**src/rtl/pwm_pkg.sv**
```systemverilog
// rtl/pwm_pkg.sv - shared encodings and helpers for the multi-channel PWM
package pwm_pkg;

    localparam logic MODE_EDGE   = 1'b0;
    localparam logic MODE_CENTER = 1'b1;

    typedef enum logic {
        DIR_UP   = 1'b0,
        DIR_DOWN = 1'b1
    } dir_t;

    // A single channel still needs a one-bit select port.
    function automatic int sel_width(input int channels);
        return (channels > 1) ? $clog2(channels) : 1;
    endfunction

endpackage

```
**src/rtl/pwm_timebase.sv**
```systemverilog
// rtl/pwm_timebase.sv - shared up / up-down counter with period boundary detection
module pwm_timebase
    import pwm_pkg::*;
#(
    parameter int WIDTH      = 10,
    parameter int PERIOD_RST = 1023
) (
    input  logic             clk,
    input  logic             reset,
    input  logic             en,
    input  logic [WIDTH-1:0] period,
    input  logic             center_mode,
    output logic [WIDTH-1:0] cnt,
    output logic             boundary
);

    dir_t             dir;
    dir_t             dir_nxt;
    logic             mode_act;
    logic             mode_nxt;
    logic [WIDTH-1:0] period_act;
    logic [WIDTH-1:0] period_nxt;
    logic [WIDTH-1:0] cnt_nxt;
    logic             bnd;

    always_ff @(posedge clk or posedge reset) begin
        if (reset) begin
            cnt        <= '0;
            dir        <= DIR_UP;
            mode_act   <= MODE_EDGE;
            period_act <= WIDTH'(PERIOD_RST);
        end else begin
            cnt        <= cnt_nxt;
            dir        <= dir_nxt;
            mode_act   <= mode_nxt;
            period_act <= period_nxt;
        end
    end

    always_comb begin
        cnt_nxt    = cnt;
        dir_nxt    = dir;
        mode_nxt   = mode_act;
        period_nxt = period_act;
        bnd        = 1'b0;
        if (en) begin
            if (mode_act == MODE_EDGE) begin
                if (cnt >= period_act) begin
                    bnd     = 1'b1;
                    cnt_nxt = '0;
                end else begin
                    cnt_nxt = cnt + 1'b1;
                end
            end else if (period_act == '0) begin
                bnd     = 1'b1;
                cnt_nxt = '0;
                dir_nxt = DIR_UP;
            end else begin
                unique case (dir)
                    DIR_UP: begin
                        if (cnt >= period_act) begin
                            dir_nxt = DIR_DOWN;
                            cnt_nxt = cnt - 1'b1;
                        end else begin
                            cnt_nxt = cnt + 1'b1;
                        end
                    end
                    DIR_DOWN: begin
                        if (cnt == '0) begin
                            bnd     = 1'b1;
                            dir_nxt = DIR_UP;
                            cnt_nxt = WIDTH'(1);
                        end else begin
                            cnt_nxt = cnt - 1'b1;
                        end
                    end
                endcase
            end
            // A mode switch, or a zero center period, restarts the count cleanly at 0.
            if (bnd) begin
                period_nxt = period;
                mode_nxt   = center_mode;
                if ((center_mode != mode_act) ||
                    ((center_mode == MODE_CENTER) && (period == '0))) begin
                    cnt_nxt = '0;
                    dir_nxt = DIR_UP;
                end
            end
        end
    end

    assign boundary = bnd;

endmodule

```
**src/rtl/pwm_multich.sv**
```systemverilog
// rtl/pwm_multich.sv - multi-channel double-buffered PWM; optional PWM_POLARITY_EN adds per-channel output polarity
module pwm_multich
    import pwm_pkg::*;
#(
    parameter int WIDTH      = 10,
    parameter int CHANNELS   = 4,
    parameter int PERIOD_RST = 1023,
    localparam int SEL_W     = sel_width(CHANNELS)
) (
    input  logic                clk,
    input  logic                reset,
    input  logic                en,
    input  logic [WIDTH-1:0]    period,
    input  logic                center_mode,
    input  logic                duty_wr,
    input  logic [SEL_W-1:0]    duty_sel,
    input  logic [WIDTH-1:0]    duty_in,
`ifdef PWM_POLARITY_EN
    input  logic [CHANNELS-1:0] polarity,
`endif
    output logic [CHANNELS-1:0] pwm_out,
    output logic                cycle_start,
    output logic [WIDTH-1:0]    cnt
);

    logic                boundary;
    logic [CHANNELS-1:0] cmp;
    logic [CHANNELS-1:0] pol_act;

    pwm_timebase #(
        .WIDTH      (WIDTH),
        .PERIOD_RST (PERIOD_RST)
    ) u_timebase (
        .clk         (clk),
        .reset       (reset),
        .en          (en),
        .period      (period),
        .center_mode (center_mode),
        .cnt         (cnt),
        .boundary    (boundary)
    );

`ifdef PWM_POLARITY_EN
    always_ff @(posedge clk or posedge reset) begin
        if (reset) begin
            pol_act <= '0;
        end else if (boundary) begin
            pol_act <= polarity;
        end
    end
`else
    assign pol_act = '0;
`endif

    // Select values at or above CHANNELS match no channel, so such writes are dropped.
    for (genvar i = 0; i < CHANNELS; i++) begin : g_ch
        logic             wr_hit;
        logic [WIDTH-1:0] duty_shadow;
        logic [WIDTH-1:0] duty_act;

        assign wr_hit = duty_wr && (duty_sel == SEL_W'(i));

        always_ff @(posedge clk or posedge reset) begin
            if (reset) begin
                duty_shadow <= '0;
                duty_act    <= '0;
            end else begin
                if (wr_hit) begin
                    duty_shadow <= duty_in;
                end
                if (boundary) begin
                    duty_act <= wr_hit ? duty_in : duty_shadow;
                end
            end
        end

        assign cmp[i] = (cnt < duty_act);
    end

    always_ff @(posedge clk or posedge reset) begin
        if (reset) begin
            pwm_out     <= '0;
            cycle_start <= 1'b0;
        end else begin
            cycle_start <= boundary;
            if (en) begin
                pwm_out <= cmp ^ pol_act;
            end
        end
    end

endmodule

```
**config.mk**
```make
export PLATFORM = sky130hd
export DESIGN_NAME = pwm_multich
export DESIGN_NICKNAME = d
export VERILOG_FILES = /design/src/rtl/pwm_pkg.sv /design/src/rtl/pwm_timebase.sv /design/src/rtl/pwm_multich.sv
export SDC_FILE = /design/constraint.sdc
export NUM_CORES = 1
export LEC_CHECK = 0
export CORE_ASPECT_RATIO = 1.25
export CORE_MARGIN = 2
export CORE_UTILIZATION = 30
export CTS_CLUSTER_DIAMETER = 60
export DETAILED_ROUTE_END_ITERATION = 7
export GPL_ROUTABILITY_DRIVEN = 0
export GPL_TIMING_DRIVEN = 0
export HOLD_SLACK_MARGIN = 0.15
export RECOVER_POWER = 100
export SKIP_CTS_REPAIR_TIMING = 1
export SYNTH_ARGS = -nofsm -noshare
export SYNTH_HDL_FRONTEND = slang
export SYNTH_HIERARCHICAL = 1
export SYNTH_SLANG_ARGS = --single-unit
```
**constraint.sdc**
```tcl
create_clock -name clk -period 5.3 [get_ports clk]
set_input_delay 1.06 -clock clk [delete_from_list [all_inputs] [get_ports clk]]
set_output_delay 1.06 -clock clk [all_outputs]
set_load 0.02 [all_outputs]
```
==> flow_metrics.py, run 1 <==
metrics = {
    "run_status": {
        "status": "complete, but fails checks",
        "violations": "capacitance limit, slew limit",
    },
    "power_and_ir_drop": {
        "p_sw_w": 0.00152,
        "cellPowerDensity_nw_per_um2": 557,
        "seqPwrFrac": 0.371,
        "p_clk_frac": 0.186,
        "switching_share": 0.406,
        "comb_power_share": 0.444,
        "p_leak_nw": 3.02,
        "intPower_w": 0.00222,
        "ir_drop_mv": 0.239,
    },
    "final_layout": {
        "multiInputGateArea_um2": 2700,
        "fin_nets": 667,
        "seq_area_um2": 2690,
        "areaGrowthSynthToFinish_pct": 16.6,
        "final.fill_count": 1873,
        "n_antenna_cell": 0,
        "design_area_um2": 6720,
        "drive_gt1_frac": 0.109,
    },
    "drt": {
        "wire_per_inst_um": 17.6,
        "first_pass_iters": 6,
        "drc": 0,
        "drt-total-wl_um": 14500,
        "first_iter_violations": 245,
        "vias": 4296,
        "avgViaCountPerCell": 5.19,
        "final_antenna_net_count": 0,
    },
    "grt": {
        "grt_pass1_vias": 4535,
        "antenna_found_initial": 0,
        "grt_pass1_wl_um": 23800,
        "grt_max_degree": 64,
        "grt_overflow_total": 0,
        "track_usage": 0.149,
    },
    "critical_path": {
        "crit_top_cell": "clkbuf_1",
        "cp.required_ps": 5520,
        "critPathTopFamily": "buffers and inverters",
        "arrival_ps": 4530,
        "cpPeakStageDelay_ps": 670,
        "crit_slowest_cell": "clkbuf_1",
        "crit_chain": "inv_1 > ha_1 > or4b_1 > or4_1 > nand3_2 > o31ai_1 > nor2_4 > clkbuf_1 > clkbuf_1 > buf_2 > o21ai_0",
        "worst-path-buf-inv": 4,
        "crit_path_end_kind": "flop",
        "critPathKind": "reg2reg",
        "start_kind": "flop",
        "path_max_fanout": 14,
    },
    "synth": {
        "synth_async_sr_flop_share": 1.00,
        "synth_enable_flop_cells": 0,
        "syn_area_per_cell_um2": 10.7,
        "synthFlopType": "dfrtp_1",
        "postSynthCellCount": 538,
        "ys_warn_count": 6,
        "synth_cell_types": 57,
        "synth_nets": 614,
        "yosysSeqAreaShare": 0.467,
        "syn_area_um2": 5770,
        "ys_seq_elements": 107,
    },
    "timing": {
        "worstMarginPinSlew_ps": 1580,
        "setup_viol": 0,
        "slew_headroom": -0.0523,
        "clock.fmax_mhz": 232,
        "tns_ps": 0,
        "period_share": 0.813,
        "finClkSkew_ps": 10.4,
        "min_period_ps": 4310,
        "final_hold_viol_count": 0,
        "drv_slew": 64,
        "rsz0062_at_grt": "false",
        "setup_slack_ps": 992,
    },
    "cts": {
        "cts_tree": "built",
        "clock_sinks": 107,
        "clk_pin_slew_ps": 80,
        "root_buffer": "clkbuf_16",
        "cts_max_path_buffers": 2,
        "cts_inserted_buffers": 9,
        "htreeDepth": 3,
        "clkLatencyLatePin_ps": 360,
    },
    "die": {
        "die_h_um": 159,
        "initial_core_util": 0.307,
        "fp.dieW_um": 128,
        "fp.coreArea_um2": 18800,
        "pin_count": 42,
        "dieArea_um2": 20400,
        "rows": 56,
    },
    "placement": {
        "dpl.hpwl_um": 10200,
        "place.port_buffers": 41,
        "dp_worst_setup_slack_ps": 1260,
        "place_area_um2": 6500,
    },
    "run": {
        "maxCapViolations": 1,
    },
    "min_path": {
        "hp-class": "reg2reg",
    },
}
-- cell usage in the layout, fill, tap and decap left out, drive strengths merged, types with 6 or more instances in the layout --
| master | instances |
|---|---|
| nand4 | 10 |
| dlygate4sd3 | 18 |
| a21o | 6 |
| dfstp | 10 |
| mux2 | 56 |
| inv | 63 |
| nor2 | 9 |
| ha | 49 |
| clkdlybuf4s50 | 23 |
| a211oi | 8 |
| buf | 7 |
| nand3 | 13 |
| xor2 | 6 |
| nor3 | 8 |
| clkbuf | 25 |
| o21ai | 52 |
| nand2 | 46 |
| nor4 | 6 |
| dfrtp | 97 |
| a21oi | 18 |
-- synthesized netlist by cell type (3+ instances only) --
master | instances | area [µm²]
xor2_1 | 6 | 52.6
nand4_1 | 10 | 62.6
clkbuf_1 | 9 | 33.8
inv_1 | 61 | 229
nand2_1 | 46 | 173
a22oi_1 | 5 | 37.5
and4_1 | 4 | 35.0
o32ai_1 | 4 | 35.0
nand3_1 | 11 | 55.1
ha_1 | 49 | 613
a21o_1 | 6 | 45.0
mux2_2 | 41 | 462
a21oi_1 | 18 | 90.1
nor3_1 | 8 | 40.0
a211oi_1 | 8 | 60.1
xnor2_1 | 3 | 26.3
dfstp_2 | 10 | 263
o21ai_0 | 51 | 255
nand2b_1 | 5 | 31.3
nor2_1 | 8 | 30.0
o22ai_1 | 4 | 25.0
buf_2 | 5 | 25.0
nor2b_1 | 4 | 25.0
nor4_1 | 6 | 37.5
mux2_4 | 7 | 105
dfrtp_1 | 97 | 2430
mux2_1 | 8 | 90.1
buf_6 | 6 | 67.6
-- sequential cells by signal, indices dropped and copies added (netlist names) --
register / count
pwm_out: 4
u_timebase/dir: 1
u_timebase/mode_act: 1
g_ch.duty_shadow: 40
g_ch.duty_act: 40
u_timebase/period_act: 10
cycle_start: 1
u_timebase/cnt: 10
-- through the flow --
| step | std cells | hold WS, ps | total power (W) | utilization |
|---|---|---|---|---|
| floorplan | 538 | 465 | 0.00253 | - |
| global placement | 811 | 477 | 0.00302 | 0.344 |
| detailed placement | 812 | 483 | 0.00311 | 0.346 |
| CTS | 828 | 502 | 0.00382 | 0.362 |
| global route | 828 | 510 | 0.00406 | 0.358 |
| finish | 828 | 488 | 0.00374 | 0.358 |
-- cell families after synthesis --
family / Yosys count / synth area share
adders and majority gates: 49 / 0.106
muxes: 58 / 0.117
xor gates and xnor gates: 9 / 0.0137
AOI/OAI and AO/OA: 116 / 0.126
DFF: 107 / 0.467
and+or+nand+nor: 117 / 0.108
buffers and inverters: 82 / 0.0623
-- per-layer routing --
| layer | up-vias | share of wire | wire (µm) | track usage |
|---|---|---|---|---|
| met2 | 137 | 0.51 | 7410 | 0.257 |
| li1 | 2004 | - | - | - |
| met4 | 0 | 0.017 | 249 | 0.0470 |
| met5 | - | 0 | 0 | 0 |
| met1 | 2133 | 0.42 | 6160 | 0.183 |
| met3 | 22 | 0.049 | 717 | 0.0346 |
-- worst register-to-register path: stages (launching register included) --
cell and delay [ps]:
dfrtp_1 590, inv_1 210, ha_1 170, or4b_1 430, or4_1 540, nand3_2 150, o31ai_1 150, nor2_4 170
clkbuf_1 680, clkbuf_1 590, buf_2 370, o21ai_0 140
-- layout make-up --
| class | instances | share of cell area |
|---|---|---|
| tap | 232 | 0.0432 |
| clock inverter | 6 | 0.0102 |
| inverter | 61 | 0.0342 |
| buffer | 21 | 0.0149 |
| sequential | 107 | 0.400 |
| multi-input combinational | 349 | 0.401 |
| clock buffer | 10 | 0.0341 |
| timing repair buffer | 42 | 0.0618 |
-- power groups by stage --
stage / Sequential (W) / Combinational (W) / Clock, W
2_1_floorplan: 0.00136 / 0.00117 / 0
3_3_place_gp: 0.00140 / 0.00162 / 0
3_5_place_dp: 0.00141 / 0.00170 / 0
4_1_cts: 0.00140 / 0.00171 / 0.000709
5_1_grt: 0.00143 / 0.00188 / 0.000745
6_report: 0.00139 / 0.00166 / 0.000696
-- path summary, 6_finish.rpt --
check | from | to | slack, ps | cells past startpoint
worst max-delay path | u_timebase/cnt[1]$_DFFE_PP0P_ | g_ch[2].duty_act[8]$_DFFE_PP0P_ | 990 | 11
worst min-delay path | g_ch[0].duty_shadow[1]$_DFF_PP0_ | g_ch[0].duty_shadow[1]$_DFF_PP0_ | 490 | 1
worst max register to register | u_timebase/cnt[1]$_DFFE_PP0P_ | g_ch[2].duty_act[8]$_DFFE_PP0P_ | 990 | 11
worst min register to register | g_ch[0].duty_shadow[1]$_DFF_PP0_ | g_ch[0].duty_shadow[1]$_DFF_PP0_ | 490 | 1
max in group asynchronous | reset | g_ch[2].duty_shadow[2]$_DFF_PP0_ | 1910 | 3
min in group asynchronous | reset | g_ch[3].duty_act[6]$_DFFE_PP0P_ | 1380 | 2
Note: power is estimated with default switching activity, not from simulation.
==> inputs of run 2 (changes only) <==
==> constraint.sdc (replaced) <==
create_clock -name clk -period 3.5 [get_ports clk]
set_input_delay 0.7 -clock clk [delete_from_list [all_inputs] [get_ports clk]]
set_output_delay 0.7 -clock clk [all_outputs]
set_load 0.02 [all_outputs]
==> flow_metrics.py, run 2 (synthesis results as in run 1) <==
metrics = {
    "critical_path": {
        "crit_path_end_kind": "flop",
        "cp.required_ps": 3770,
        "cpPeakStageDelay_ps": 550,
        "start_kind": "flop",
        "path_max_fanout": 14,
        "crit_slowest_cell": "dfrtp_1",
        "critPathTopFamily": "simple AND/OR/NAND/NOR gates",
        "critPathKind": "reg2reg",
        "crit_chain": "buf_2 > or4b_1 > or4_4 > nand3_2 > o31ai_2 > nor2_4 > buf_6 > buf_2 > clkbuf_2 > nand2_1 > o21ai_0",
        "arrival_ps": 3560,
        "worstSetupStartpoint": "u_timebase/cnt[2]$_DFFE_PP0P_",
        "worst-path-buf-inv": 4,
        "timing.rr.start": "u_timebase/cnt[2]$_DFFE_PP0P_",
        "crit_top_cell": "buf_2",
    },
    "timing": {
        "worstMarginPinSlew_ps": 1580,
        "hold_slack_ps": 488,
        "drv_slew": 64,
        "finClkSkew_ps": 8.66,
        "slew_headroom": -0.0529,
        "rsz0062_at_grt": "false",
        "clock.fmax_mhz": 304,
        "period_share": 0.940,
        "setup_viol": 0,
        "min_period_ps": 3290,
        "final_hold_viol_count": 0,
    },
    "placement": {
        "place_area_um2": 6500,
        "dpl.hpwl_um": 10200,
        "place.port_buffers": 41,
    },
    "power_and_ir_drop": {
        "ir_drop_mv": 0.384,
        "total_power_w": 0.00569,
        "cellPowerDensity_nw_per_um2": 844,
        "p_leak_nw": 3.01,
    },
    "grt": {
        "antenna_found_initial": 0,
        "grt_overflow_total": 0,
        "grt_pass1_vias": 4535,
        "track_usage": 0.149,
        "grt_pass1_wl_um": 23800,
        "grt_max_degree": 64,
    },
    "cts": {
        "cts_max_path_buffers": 2,
        "clock_sinks": 107,
        "htreeDepth": 3,
        "clkLatencyLatePin_ps": 360,
        "root_buffer": "clkbuf_16",
        "cts_tree": "built",
        "cts_inserted_buffers": 9,
        "clk_pin_slew_ps": 80,
    },
    "final_layout": {
        "n_antenna_cell": 0,
        "fin_nets": 667,
        "drive_gt1_frac": 0.117,
        "areaGrowthSynthToFinish_pct": 16.9,
        "largestRegisters": "g_ch.duty_act: 40 flops, g_ch.duty_shadow: 40 flops",
        "mostFrequentLayoutCells": "dfrtp_1, inv_1, o21ai_0",
        "final.fill_count": 1869,
        "final_common_cell": "dfrtp_1",
        "design_area_um2": 6740,
    },
    "run_status": {
        "status": "complete, but fails checks",
        "violations": "capacitance limit, slew limit",
    },
    "drt": {
        "drc": 0,
        "first_pass_iters": 4,
        "final_antenna_net_count": 0,
        "first_iter_violations": 222,
        "avgViaCountPerCell": 5.18,
        "wire_per_inst_um": 17.5,
        "drt-total-wl_um": 14500,
        "vias": 4290,
    },
    "die": {
        "initial_core_util": 0.307,
        "rows": 56,
        "dieArea_um2": 20400,
        "fp.coreArea_um2": 18800,
        "fp.dieW_um": 128,
        "pin_count": 42,
        "die_h_um": 159,
    },
    "run": {
        "maxCapViolations": 1,
    },
    "min_path": {
        "hp-class": "reg2reg",
        "holdCritStartpoint": "g_ch[0].duty_shadow[1]$_DFF_PP0_",
    },
}
run 2: report_power, final:
group | switching (W) | internal (W)
registers | 0.000381 | 0.00173
clock network | 0.000494 | 0.000564
logic | 0.00144 | 0.00109
run 2: area by class of cell:
class	instances	area [µm²]	area share
flip-flops and latches	107	2690	0.400
inverters	61	230	0.0341
clock inverters	6	68.8	0.0102
plain buffers	21	114	0.0169
repair buffers	42	415	0.0616
multi-input cells	349	2700	0.401
clock buffers	10	229	0.0340
well taps	232	290	0.0431
run 2: worst register-to-register path: cells and delay by family, from the launching register on:
| family | cells | cell delay (ps) |
|---|---|---|
| AND/OR/NAND/NOR | 5 | 1380 |
| buffers and inverters | 4 | 1060 |
| flip-flops | 1 | 550 |
| AO/OA/AOI/OAI | 2 | 210 |
run 2: final timing paths:
kind	to	cells past startpoint	slack, ps
worst min-delay path	g_ch[0].duty_shadow[1]$_DFF_PP0_	1	490
min in group asynchronous	g_ch[3].duty_act[6]$_DFFE_PP0P_	2	1020
max in group asynchronous	g_ch[2].duty_shadow[2]$_DFF_PP0_	3	470
worst max register to register	g_ch[1].duty_act[8]$_DFFE_PP0P_	11	210
worst min register to register	g_ch[0].duty_shadow[1]$_DFF_PP0_	1	490
worst max-delay path	g_ch[1].duty_act[8]$_DFFE_PP0P_	11	210
run 2: per-stage QoR:
stage          setup slack (ps)  cells   util  TNS, ps
2_1_floorplan               503    538      -        0
3_3_place_gp               -681    811  0.344   -58930
3_5_place_dp               -181    812  0.346    -4790
4_1_cts                    -194    828  0.362    -5210
5_1_grt                    5.83    828  0.359        0
6_report                    210    828  0.359        0
run 2: layer usage:
layer,up-vias,global-route usage,routed length (µm),share of wire
li1,2007,-,-,-
met1,2137,0.183,6210,0.43
met2,123,0.257,7340,0.51
met3,23,0.0346,731,0.050
met4,0,0.0470,250,0.017
met5,-,0,0,0
==> inputs of run 3 (changes only) <==
==> constraint.sdc (replaced) <==
create_clock -name clk -period 4.2 [get_ports clk]
set_input_delay 0.84 -clock clk [delete_from_list [all_inputs] [get_ports clk]]
set_output_delay 0.84 -clock clk [all_outputs]
set_load 0.02 [all_outputs]
==> flow_metrics.py, run 3 (synthesis results as in run 1) <==
metrics = {
    "grt": {
        "antenna_found_initial": 0,
        "grt_overflow_total": 0,
        "grt_max_degree": 64,
        "track_usage": 0.149,
        "grt_pass1_vias": 4535,
        "grt_pass1_wl_um": 23800,
    },
    "power_and_ir_drop": {
        "p_sw_w": 0.00192,
        "p_leak_nw": 3.02,
        "intPower_w": 0.00280,
        "p_clk_frac": 0.187,
        "switching_share": 0.406,
        "ir_drop_mv": 0.314,
        "total_power_w": 0.00472,
        "comb_power_share": 0.443,
        "cellPowerDensity_nw_per_um2": 702,
        "seqPwrFrac": 0.371,
    },
    "die": {
        "pin_count": 42,
        "fp.dieW_um": 128,
        "initial_core_util": 0.307,
        "fp.coreArea_um2": 18800,
        "dieArea_um2": 20400,
        "rows": 56,
        "die_h_um": 159,
    },
    "timing": {
        "rsz0062_at_grt": "false",
        "min_period_ps": 3710,
        "clock.fmax_mhz": 270,
        "final_hold_viol_count": 0,
        "finClkSkew_ps": 10.8,
        "setup_slack_ps": 491,
        "setup_viol": 0,
        "worstMarginPinSlew_ps": 1570,
        "period_share": 0.883,
        "tns_ps": 0,
        "drv_slew": 64,
        "slew_headroom": -0.0470,
    },
    "cts": {
        "root_buffer": "clkbuf_16",
        "cts_tree": "built",
        "htreeDepth": 3,
        "cts_inserted_buffers": 9,
        "cts_max_path_buffers": 2,
        "clk_pin_slew_ps": 80,
        "clock_sinks": 107,
        "clkLatencyLatePin_ps": 360,
    },
    "final_layout": {
        "fin_util": 0.358,
        "areaGrowthSynthToFinish_pct": 16.7,
        "final.fill_count": 1873,
        "seq_area_um2": 2690,
        "mostFrequentLayoutCells": "dfrtp_1, inv_1, o21ai_0",
        "largestRegisters": "g_ch.duty_act: 40 flops, g_ch.duty_shadow: 40 flops",
        "fin_nets": 667,
        "multiInputGateArea_um2": 2700,
        "final_common_cell": "dfrtp_1",
        "drive_gt1_frac": 0.109,
        "n_antenna_cell": 0,
    },
    "placement": {
        "dp_worst_setup_slack_ps": 379,
        "dpl.hpwl_um": 10200,
        "place.port_buffers": 41,
    },
    "min_path": {
        "holdCritStartpoint": "g_ch[0].duty_shadow[1]$_DFF_PP0_",
        "hp-class": "reg2reg",
        "min_path_cells": 1,
        "hold_end": "g_ch[0].duty_shadow[1]$_DFF_PP0_",
    },
    "critical_path": {
        "crit_path_end_kind": "flop",
        "reg2reg_to": "g_ch[2].duty_act[8]$_DFFE_PP0P_",
        "reg2reg_slack_ps": 490,
        "critPathKind": "reg2reg",
        "rr_worst_depth": 11,
        "path_max_fanout": 14,
        "start_kind": "flop",
        "arrival_ps": 3970,
        "cp.required_ps": 4460,
        "timing.rr.start": "u_timebase/cnt[0]$_DFFE_PP0P_",
    },
    "drt": {
        "wire_per_inst_um": 17.5,
        "avgViaCountPerCell": 5.15,
        "vias": 4263,
        "drt-total-wl_um": 14500,
        "first_iter_violations": 180,
        "drc": 0,
        "first_pass_iters": 4,
        "final_antenna_net_count": 0,
    },
    "run": {
        "maxCapViolations": 1,
    },
    "run_status": {
        "violations": "capacitance limit, slew limit",
        "status": "complete, but fails checks",
    },
}
-- run 3: cell types whose count changed in the layout (fill, tap and decap cells not counted) --
| cell | change |
|---|---|
| clkbuf_1 | +1 |
| o31ai_1 | +1 |
| clkbuf_2 | -1 |
| dfrtp_2 | -3 |
| buf_2 | +2 |
| o31ai_2 | -1 |
| dlygate4sd3_1 | +2 |
| clkbuf_4 | -2 |
| clkdlybuf4s50_1 | -2 |
| dfrtp_1 | +3 |
-- run 3: routing by layer --
| layer | vias up | GRT usage | part of all wire |
|---|---|---|---|
| met3 | 18 | 0.0346 | 0.047 |
| met4 | 0 | 0.0470 | 0.014 |
| li1 | 2002 | - | - |
| met1 | 2123 | 0.183 | 0.43 |
| met2 | 120 | 0.257 | 0.51 |
| met5 | - | 0 | 0 |
-- run 3: worst max-delay path by stage --
stage	from	endpoint	cells after the start
final	u_timebase/cnt[0]$_DFFE_PP0P_	g_ch[2].duty_act[8]$_DFFE_PP0P_	11
after global routing	u_timebase/cnt[0]$_DFFE_PP0P_	g_ch[3].duty_act[7]$_DFFE_PP0P_	12
after CTS	u_timebase/cnt[0]$_DFFE_PP0P_	g_ch[2].duty_act[8]$_DFFE_PP0P_	11
after detailed placement	en	g_ch[2].duty_act[8]$_DFFE_PP0P_	8
after global placement	reset	g_ch[2].duty_act[3]$_DFFE_PP0P_	2
after floorplan	reset	cycle_start$_DFF_PP0_	1
-- run 3: power by group through the flow --
stage / Sequential, W / Clock [W] / Combinational (W)
2_1_floorplan: 0.00171 / 0 / 0.00148
3_3_place_gp: 0.00177 / 0 / 0.00204
3_5_place_dp: 0.00178 / 0 / 0.00214
4_1_cts: 0.00176 / 0.000895 / 0.00216
5_1_grt: 0.00181 / 0.000941 / 0.00237
6_report: 0.00175 / 0.000881 / 0.00209
-- run 3: through the flow --
step | instances | cell area, µm² | hold WS [ps]
after floorplan | 538 | 5770 | 465
after global placement | 811 | 6470 | 477
after detailed placement | 812 | 6500 | 483
after CTS | 828 | 6790 | 502
after global routing | 828 | 6730 | 510
final | 828 | 6730 | 489
-- run 3: area by class of cell --
cell class | instances | share of cell area
multi-input combinational | 349 | 0.401
sequential | 107 | 0.400
timing repair buffer | 42 | 0.0618
tap | 232 | 0.0432
inverter | 61 | 0.0342
clock buffer | 10 | 0.0340
buffer | 21 | 0.0160
clock inverter | 6 | 0.0102
-- run 3: worst max-delay path, stage by stage, from the launching register on --
cell      delay [ps]
dfrtp_1          640
inv_1            200
ha_1             320
nand2b_1         140
a21o_1           180
a311o_1          460
o31ai_1          540
nor2_4            90
buf_6            190
clkbuf_1         300
clkbuf_2         320
o21ai_0          230
